<file path="config.mk">
export PLATFORM = sky130hd
export DESIGN_NAME = dmem_arbiter
export DESIGN_NICKNAME = d
export VERILOG_FILES = /design/src/rtl/dmem_arbiter.sv
export SDC_FILE = /design/constraint.sdc
export NUM_CORES = 1
export LEC_CHECK = 0
export BUFFER_PORTS_ARGS = -buffer_cell sky130_fd_sc_hd__buf_2
export CORE_AREA = 4 4 107 109
export DETAILED_ROUTE_END_ITERATION = 10
export DIE_AREA = 0 0 111 113
export PLACE_DENSITY = 0.54
export SETUP_SLACK_MARGIN = 0.05
export SYNTH_ARGS = -nofsm -noshare
export SYNTH_HDL_FRONTEND = slang
export SYNTH_SLANG_ARGS = --single-unit
export TNS_END_PERCENT = 10
</file>
<file path="constraint.sdc">
create_clock -name clk_in -period 1.4 [get_ports clk_in]
set_input_delay 0.14 -clock clk_in [delete_from_list [all_inputs] [get_ports clk_in]]
set_output_delay 0.14 -clock clk_in [all_outputs]
set_load 0.005 [all_outputs]
</file>
<file path="src/rtl/dmem_arbiter.sv">
// dmem_arbiter: round-robin share of the data-memory port, CPU vs DMA/loader.
// Define ARB_PERF_EN to add stall/grant counters with a perf_clr input.
module dmem_arbiter #(
  parameter int ADDR_W   = 8,
  parameter int MAX_LOCK = 4
) (
  input  logic              clk_in,
  input  logic              reset,
  input  logic              cpu_req,
  input  logic [1:0]        cpu_wmode,
  input  logic [31:0]       cpu_addr,
  input  logic [31:0]       cpu_wdata,
  output logic [31:0]       cpu_rdata,
  output logic              cpu_ack,
  output logic              cpu_stall,
  input  logic              dma_req,
  input  logic              dma_lock,
  input  logic [1:0]        dma_wmode,
  input  logic [31:0]       dma_addr,
  input  logic [31:0]       dma_wdata,
  output logic [31:0]       dma_rdata,
  output logic              dma_ack,
  output logic [ADDR_W-1:0] mem_addr,
  output logic [31:0]       mem_wdata,
  output logic [1:0]        mem_w,
  input  logic [31:0]       mem_rdata
`ifdef ARB_PERF_EN
  ,
  input  logic              perf_clr,
  output logic [15:0]       cpu_wait_cnt,
  output logic [15:0]       dma_grant_cnt
`endif
);

  typedef enum logic [1:0] {
    IDLE  = 2'd0,
    G_CPU = 2'd1,
    G_DMA = 2'd2
  } gnt_e;

  localparam logic [3:0] MAX_L = 4'(MAX_LOCK);

  gnt_e       gnt_q, gnt_d;
  logic       last_q, last_d;
  logic [3:0] lock_cnt_q, lock_cnt_d;

  logic unused_addr_hi;
  assign unused_addr_hi = ^{cpu_addr[31:ADDR_W],
                            dma_addr[31:ADDR_W]};

  // Arbitration: next owner, burst counter, last-owner tracking.
  always_comb begin
    gnt_d      = IDLE;
    last_d     = last_q;
    lock_cnt_d = '0;
    unique case (1'b1)
      cpu_req && dma_req: begin
        if (gnt_q == G_DMA && dma_lock &&
            lock_cnt_q < MAX_L)
          gnt_d = G_DMA;
        else if (last_q)
          gnt_d = G_CPU;
        else
          gnt_d = G_DMA;
      end
      cpu_req && !dma_req: gnt_d = G_CPU;
      !cpu_req && dma_req: gnt_d = G_DMA;
      default: ;
    endcase
    if (gnt_d == G_CPU) last_d = 1'b0;
    if (gnt_d == G_DMA) last_d = 1'b1;
    if (gnt_q == G_DMA && gnt_d == G_DMA && cpu_req)
      lock_cnt_d = (lock_cnt_q >= MAX_L) ? MAX_L
                 : lock_cnt_q + 4'd1;
  end

  // Grant state register; last resets to DMA so CPU wins first tie.
  always_ff @(posedge clk_in or negedge reset) begin
    if (!reset) begin
      gnt_q      <= IDLE;
      last_q     <= 1'b1;
      lock_cnt_q <= '0;
    end else begin
      gnt_q      <= gnt_d;
      last_q     <= last_d;
      lock_cnt_q <= lock_cnt_d;
    end
  end

  // Port steering; a dropped request in its grant cycle writes nothing.
  always_comb begin
    mem_addr  = '0;
    mem_wdata = '0;
    mem_w     = 2'b00;
    cpu_ack   = 1'b0;
    dma_ack   = 1'b0;
    cpu_rdata = '0;
    dma_rdata = '0;
    unique case (gnt_q)
      G_CPU: begin
        mem_addr  = cpu_addr[ADDR_W-1:0];
        mem_wdata = cpu_wdata;
        mem_w     = cpu_req ? cpu_wmode : 2'b00;
        cpu_ack   = cpu_req;
        cpu_rdata = mem_rdata;
      end
      G_DMA: begin
        mem_addr  = dma_addr[ADDR_W-1:0];
        mem_wdata = dma_wdata;
        mem_w     = dma_req ? dma_wmode : 2'b00;
        dma_ack   = dma_req;
        dma_rdata = mem_rdata;
      end
      default: ;
    endcase
  end

  assign cpu_stall = cpu_req & (gnt_q != G_CPU);

`ifdef ARB_PERF_EN
  logic [15:0] wait_q, wait_d;
  logic [15:0] dgnt_q, dgnt_d;

  // Saturating counters, synchronously cleared by perf_clr.
  always_comb begin
    wait_d = wait_q;
    dgnt_d = dgnt_q;
    if (perf_clr) begin
      wait_d = '0;
      dgnt_d = '0;
    end else begin
      if (cpu_stall && wait_q != 16'hFFFF)
        wait_d = wait_q + 16'd1;
      if (dma_ack && dgnt_q != 16'hFFFF)
        dgnt_d = dgnt_q + 16'd1;
    end
  end

  // Counter registers.
  always_ff @(posedge clk_in or negedge reset) begin
    if (!reset) begin
      wait_q <= '0;
      dgnt_q <= '0;
    end else begin
      wait_q <= wait_d;
      dgnt_q <= dgnt_d;
    end
  end

  assign cpu_wait_cnt  = wait_q;
  assign dma_grant_cnt = dgnt_q;
`endif

endmodule

</file>
==> impl_metrics.env, run 1 <==
export IMPL_die_h_um=113
export IMPL_syn_avg_cell_area_um2=6.62
export IMPL_io_pins=278
export IMPL_final_setup_viol_count=112
export IMPL_synth_cells=202
export IMPL_routed_wl_mm=7.09
export IMPL_synth_compound_area_frac=0.278
export IMPL_clock_skew_ns=0.00251
export IMPL_p_per_area_nw_per_um2=549
export IMPL_worstPathArrival_ns=1.48
export IMPL_place_area_um2=2700
export IMPL_dieWidth_um=111
export IMPL_multiInputGateArea_um2=1230
export IMPL_fin_nets=604
export IMPL_synth_top_cells_by_area="and2_1, a22oi_1, nor2_1"
export IMPL_synthMuxAreaShare=0
export IMPL_drtIter0Drc=82
export IMPL_io_buffer_count=229
export IMPL_cts_sinks=7
export IMPL_grtUsageMet2=0.187
export IMPL_h_tree_depth=1
export IMPL_routabilityCongestion=0.851
export IMPL_synth_seq_cells=7
export IMPL_period_share=1.16
export IMPL_grtUsageMet1=0.108
export IMPL_vias=2325
export IMPL_hold_path_class="input pin to flop"
export IMPL_synth_area_leader_cell="and2_1"
export IMPL_fin_cells=571
export IMPL_ir_worst_vdd_mv=0.803
export IMPL_drc=0
export IMPL_clock_path_buffers=2
export IMPL_dieArea_um2=12500
export IMPL_syn_to_final_growth_pct=128
export IMPL_core_area_um2=10600
export IMPL_grt_overflow_total=0
export IMPL_drv_cap=0
export IMPL_use_met3=0.0203
export IMPL_rsz0062_at_grt="yes"
export IMPL_combPwrFrac=0.690
export IMPL_end_kind="primary output"
export IMPL_required_ns=1.26
export IMPL_cts_tree="built"
export IMPL_max_freq_ghz=0.615
export IMPL_ys_seq_area_frac=0.132
export IMPL_cts_clk_slew_worst_paths_ns=0.04
export IMPL_grt_pass1_vias=2197
export IMPL_finalHoldViolCount=0
export IMPL_antenna_found_initial=0
export IMPL_p_sw_mw=0.635
export IMPL_yosys_area_share_xor_xnor=0
export IMPL_dp_cells=560
export IMPL_violations="setup timing"
export IMPL_timing_final_ws_setup_ns=-0.225
export IMPL_synth_top_family_by_area="simple AND/OR/NAND/NOR gates"
export IMPL_drive_above_1_share=0.661
export IMPL_synthSimpleGateAreaFrac=0.476
export IMPL_seq_area_um2=176
export IMPL_n_fill_cell=1157
export IMPL_p_leak_nw=1.71
export IMPL_p_int_mw=1.04
export IMPL_status="finished with violations"
export IMPL_ant_nets=0
export IMPL_critical_path_class="flop to primary output"
export IMPL_grt_max_degree=35
export IMPL_final_util=0.288
export IMPL_synth_top_area_frac=0.309
export IMPL_grt_pass1_wl_mm=10.5
export IMPL_grtUsageTotal=0.0961
export IMPL_p_seq_frac=0.143
export IMPL_rows=38
export IMPL_synth_warnings=0
export IMPL_crit_fanout=9
export IMPL_period_minus_slack_ns=1.62
export IMPL_root_buffer="clkbuf_8"
export IMPL_dp_hpwl_mm=5.72
export IMPL_p_clk_frac=0.166
export IMPL_slew_violations=0
export IMPL_diodes=0
export IMPL_top_usage_layer="met2"
export IMPL_wl_per_cell_um=12.4
export IMPL_design_area_um2=3050
export IMPL_synth_area_um2=1340
export IMPL_switching_share=0.379
export IMPL_dpl_worst_slack_ns=-0.0841
export IMPL_dr_pass1_iters=4
export IMPL_initial_utilization=0.126
export IMPL_routed_via_density=4.07
export IMPL_clock_latency_ns=0.23
export IMPL_synth_fa_ha_area_frac=0.0281
export IMPL_crit_path_start_kind="flop"
export IMPL_p_total_mw=1.67
export IMPL_synth_cell_type_count=22
export IMPL_cts_made_buffers=3
export IMPL_syn_num_nets=374
==> cells in the mapped netlist (all sizes together) <==
| library cell | instances |
|---|---|
| nor2 | 41 |
| nor2b | 1 |
| a31oi | 1 |
| conb | 1 |
| nor4bb | 1 |
| nand4bb | 1 |
| and2 | 66 |
| a21oi | 2 |
| nor3 | 1 |
| dfstp | 1 |
| buf | 9 |
| a221o | 1 |
| a2111oi | 2 |
| clkbuf | 12 |
| a211oi | 2 |
| inv | 5 |
| nand3 | 5 |
| or2 | 1 |
| dfrtp | 6 |
| a22oi | 40 |
| ha | 3 |
==> final timing paths <==
check	start	end	slack, ns	cells after the start
worst max-delay path	gnt_q[1]	mem_wdata[24]	-0.22	6
worst min-delay path	dma_req	gnt_q[1]	0.20	3
worst max register to register	gnt_q[0]	lock_cnt_q[0]	-0.10	6
worst min register to register	lock_cnt_q[0]	lock_cnt_q[0]	0.47	1
max in group asynchronous	reset	last_q	0.91	2
min in group asynchronous	reset	lock_cnt_q[3]	0.26	2
==> registers in the layout, indices dropped and copies added (netlist names) <==
signal      count
lock_cnt_q      4
last_q          1
gnt_q           2
==> what timing repair did <==
item                       in CTS  in global routing
pin swaps                       2                  0
buffers inserted                4                  0
hold buffers                    1                  0
setup endpoints to repair     112                113
hold endpoints to repair        7                  0
cloned                          1                  1
gates resized for setup        30                  6
==> cell usage in the layout, fill, tap and decap left out, types with 2 or more instances in the layout <==
cell	Yosys	final
clkbuf_8	0	3
buf_2	8	229
nand3_1	5	4
buf_12	0	5
nor2_1	41	41
a22oi_2	0	26
a211oi_1	2	2
a2111oi_2	2	2
buf_4	1	6
inv_1	5	4
a22oi_1	40	14
ha_4	0	2
and2_1	66	65
buf_6	0	2
dfrtp_1	6	6
==> through the flow <==
step                setup TNS, ns  hold slack [ns]
floorplan                       0           -0.156
global placement           -0.253          -0.0193
detailed placement         -0.611          -0.0185
CTS                        -15.79            0.196
global route               -24.34            0.209
finish                     -15.31            0.196
==> metal layers <==
| metal | vias to the layer above | part of all wire | routed length, um |
|---|---|---|---|
| li1 | 1148 | - | - |
| met1 | 1069 | 0.37 | 2620 |
| met2 | 102 | 0.54 | 3840 |
| met3 | 6 | 0.080 | 570 |
| met4 | 0 | 0.0086 | 61 |
| met5 | - | 0 | 0 |
==> kinds of logic after synthesis <==
kind of cell	Yosys count
other cells	1
compound gates	48
flops	7
buf+inv	26
simple gates	117
fa+ha+maj	3
==> critical path: stages, from the launching register on <==
cell,delay (ns)
dfrtp_1,0.41
ha_4,0.21
buf_12,0.14
clkbuf_16,0.16
a22oi_2,0.15
nor2_1,0.05
buf_2,0.13
==> power groups by stage <==
stage | registers [mW] | logic (mW) | clock network [mW]
after detailed placement | 0.240 | 0.982 | 0
after global routing | 0.242 | 1.27 | 0.299
after global placement | 0.239 | 0.967 | 0
after CTS | 0.239 | 1.13 | 0.286
after floorplan | 0.235 | 0.450 | 0
final | 0.239 | 1.16 | 0.279
==> layout make-up <==
| type | count | area share |
|---|---|---|
| sequential | 7 | 0.0578 |
| inverter | 5 | 0.00615 |
| multi-input combinational | 169 | 0.402 |
| timing repair buffer | 246 | 0.462 |
| clock buffer | 4 | 0.0148 |
| tap | 140 | 0.0574 |
Power figures use the tool's default switching activity.
==> inputs of run 2 (changes only) <==
Settings changed: RECOVER_POWER set to 25.
==> impl_metrics.env, run 2 (synthesized netlist as in run 1, its figures left out) <==
export IMPL_p_clk_frac=0.166
export IMPL_drtIter0Drc=82
export IMPL_fin_cells=571
export IMPL_vias=2325
export IMPL_slew_violations=0
export IMPL_crit_fanout=9
export IMPL_p_per_area_nw_per_um2=549
export IMPL_switching_share=0.380
export IMPL_required_ns=1.26
export IMPL_path_buf_inv=3
export IMPL_rsz0062_at_grt="yes"
export IMPL_combPwrFrac=0.690
export IMPL_end_kind="primary output"
export IMPL_ir_worst_vdd_mv=0.803
export IMPL_diodes=0
export IMPL_final_setup_viol_count=112
export IMPL_die_h_um=113
export IMPL_largest_register_ffs=4
export IMPL_final_cell_mix="buf_2, and2_1, nor2_1"
export IMPL_cp_cell_sequence="ha_4, buf_12, clkbuf_16, a22oi_2, nor2_1, buf_2"
export IMPL_hold_path_class="input pin to flop"
export IMPL_hold_depth=3
export IMPL_initial_utilization=0.126
export IMPL_drive_above_1_share=0.659
export IMPL_worstPathArrival_ns=1.48
export IMPL_grt_overflow_total=0
export IMPL_dieArea_um2=12500
export IMPL_violations="setup timing"
export IMPL_dieWidth_um=111
export IMPL_period_share=1.16
export IMPL_dr_pass1_iters=4
export IMPL_status="finished with violations"
export IMPL_p_int_mw=1.04
export IMPL_dp_hpwl_mm=5.72
export IMPL_slowest_stage="dfrtp_1"
export IMPL_ff2ff_path_depth=6
export IMPL_routed_wl_mm=7.09
export IMPL_syn_to_final_growth_pct=128
export IMPL_ant_nets=0
export IMPL_antenna_found_initial=0
export IMPL_hp_start="dma_req"
export IMPL_io_buffer_count=229
export IMPL_finalHoldViolCount=0
export IMPL_grt_max_degree=35
export IMPL_clock_skew_ns=0.00251
export IMPL_cp_top_family="buffers and inverters"
export IMPL_dp_cells=560
export IMPL_design_area_um2=3050
export IMPL_final_common_cell="buf_2"
export IMPL_holdWs_ns=0.196
export IMPL_p_leak_nw=1.70
export IMPL_crit_path_start_kind="flop"
export IMPL_r2r_slack_ns=-0.10
export IMPL_whs_endpoint="gnt_q[1]"
export IMPL_grt_pass1_wl_mm=10.5
export IMPL_timing_final_ws_setup_ns=-0.225
export IMPL_cts_tree="built"
export IMPL_slowest_delay_ns=0.41
export IMPL_fin_nets=604
export IMPL_routed_via_density=4.07
export IMPL_critical_path_class="flop to primary output"
export IMPL_place_area_um2=2700
export IMPL_cts_sinks=7
export IMPL_cts_made_buffers=3
export IMPL_root_buffer="clkbuf_8"
export IMPL_p_sw_mw=0.635
export IMPL_grtUsageTotal=0.0961
export IMPL_routabilityCongestion=0.851
export IMPL_timing_rr_end="lock_cnt_q[0]"
export IMPL_largest_register="lock_cnt_q"
export IMPL_grt_pass1_vias=2197
export IMPL_drc=0
export IMPL_clock_path_buffers=2
export IMPL_rows=38
export IMPL_clock_latency_ns=0.23
export IMPL_cts_clk_slew_worst_paths_ns=0.04
export IMPL_io_pins=278
export IMPL_period_minus_slack_ns=1.62
export IMPL_core_area_um2=10600
export IMPL_max_freq_ghz=0.615
export IMPL_top_regs="lock_cnt_q x4, gnt_q x2, last_q x1"
export IMPL_h_tree_depth=1
export IMPL_drv_cap=0
export IMPL_r2r_start="gnt_q[0]"
export IMPL_wl_per_cell_um=12.4
export IMPL_p_seq_frac=0.143
[run 2: cell types whose count changed in the layout (fill, tap and decap cells not counted), sizes merged]
cell	previous run	this run
buf	243	242
clkbuf	5	6
[run 2: layer usage]
layer,GRT usage,share of wire,vias to the layer above
li1,-,-,1148
met1,0.108,0.37,1069
met2,0.187,0.54,102
met3,0.0203,0.080,6
met4,0.0181,0.0086,0
met5,0,0,-
[run 2: layout make-up]
class,instances,area (um2)
Multi-Input combinational cell,169,1230
Inverter,5,18.8
Sequential cell,7,176
Tap cell,140,175
Timing Repair Buffer,246,1410
Clock buffer,4,45.0
Fill cell,1157,7550
[run 2: metrics by stage]
stage | setup slack, ns | setup TNS, ns | utilization | total power, mW
floorplan | 0.0689 | 0 | - | 0.685
global placement | -0.0266 | -0.253 | 0.254 | 1.21
detailed placement | -0.0841 | -0.611 | 0.254 | 1.22
CTS | -0.205 | -15.79 | 0.283 | 1.66
global route | -0.301 | -24.34 | 0.288 | 1.81
finish | -0.225 | -15.32 | 0.288 | 1.67
[run 2: power by group through the flow]
stage	sequential, mW	combinational, mW	clock (mW)
6_report	0.239	1.16	0.279
5_1_grt	0.242	1.27	0.299
4_1_cts	0.239	1.13	0.286
3_5_place_dp	0.240	0.982	0
3_3_place_gp	0.239	0.967	0
2_1_floorplan	0.235	0.450	0
[run 2: worst reg2reg max path, cell delays in order (launching register included)]
cell	delay, ns
dfrtp_1	0.37
inv_1	0.09
ha_4	0.18
buf_12	0.11
buf_4	0.12
nand4bb_4	0.13
a2111oi_2	0.39
[run 2: repair_timing]
action,in CTS,in global routing
endpoints found under the setup margin,112,113
setup buffers,4,0
gates resized for setup,30,6
cloned,1,1
hold buffers,1,0
endpoints found under the hold margin,7,0
pin swaps,2,0
[run 2: worst max-delay path by stage]
stage                         from       endpoint  slack, ns  cells after the start
final                     gnt_q[1]  mem_wdata[24]      -0.22                      6
after global routing      gnt_q[0]   mem_wdata[7]      -0.30                      6
after CTS                 gnt_q[1]   mem_wdata[7]      -0.20                      5
after detailed placement  gnt_q[0]  lock_cnt_q[0]      -0.08                      4
after global placement    gnt_q[0]  lock_cnt_q[0]      -0.03                      4
after floorplan           gnt_q[0]    mem_addr[1]       0.07                      6
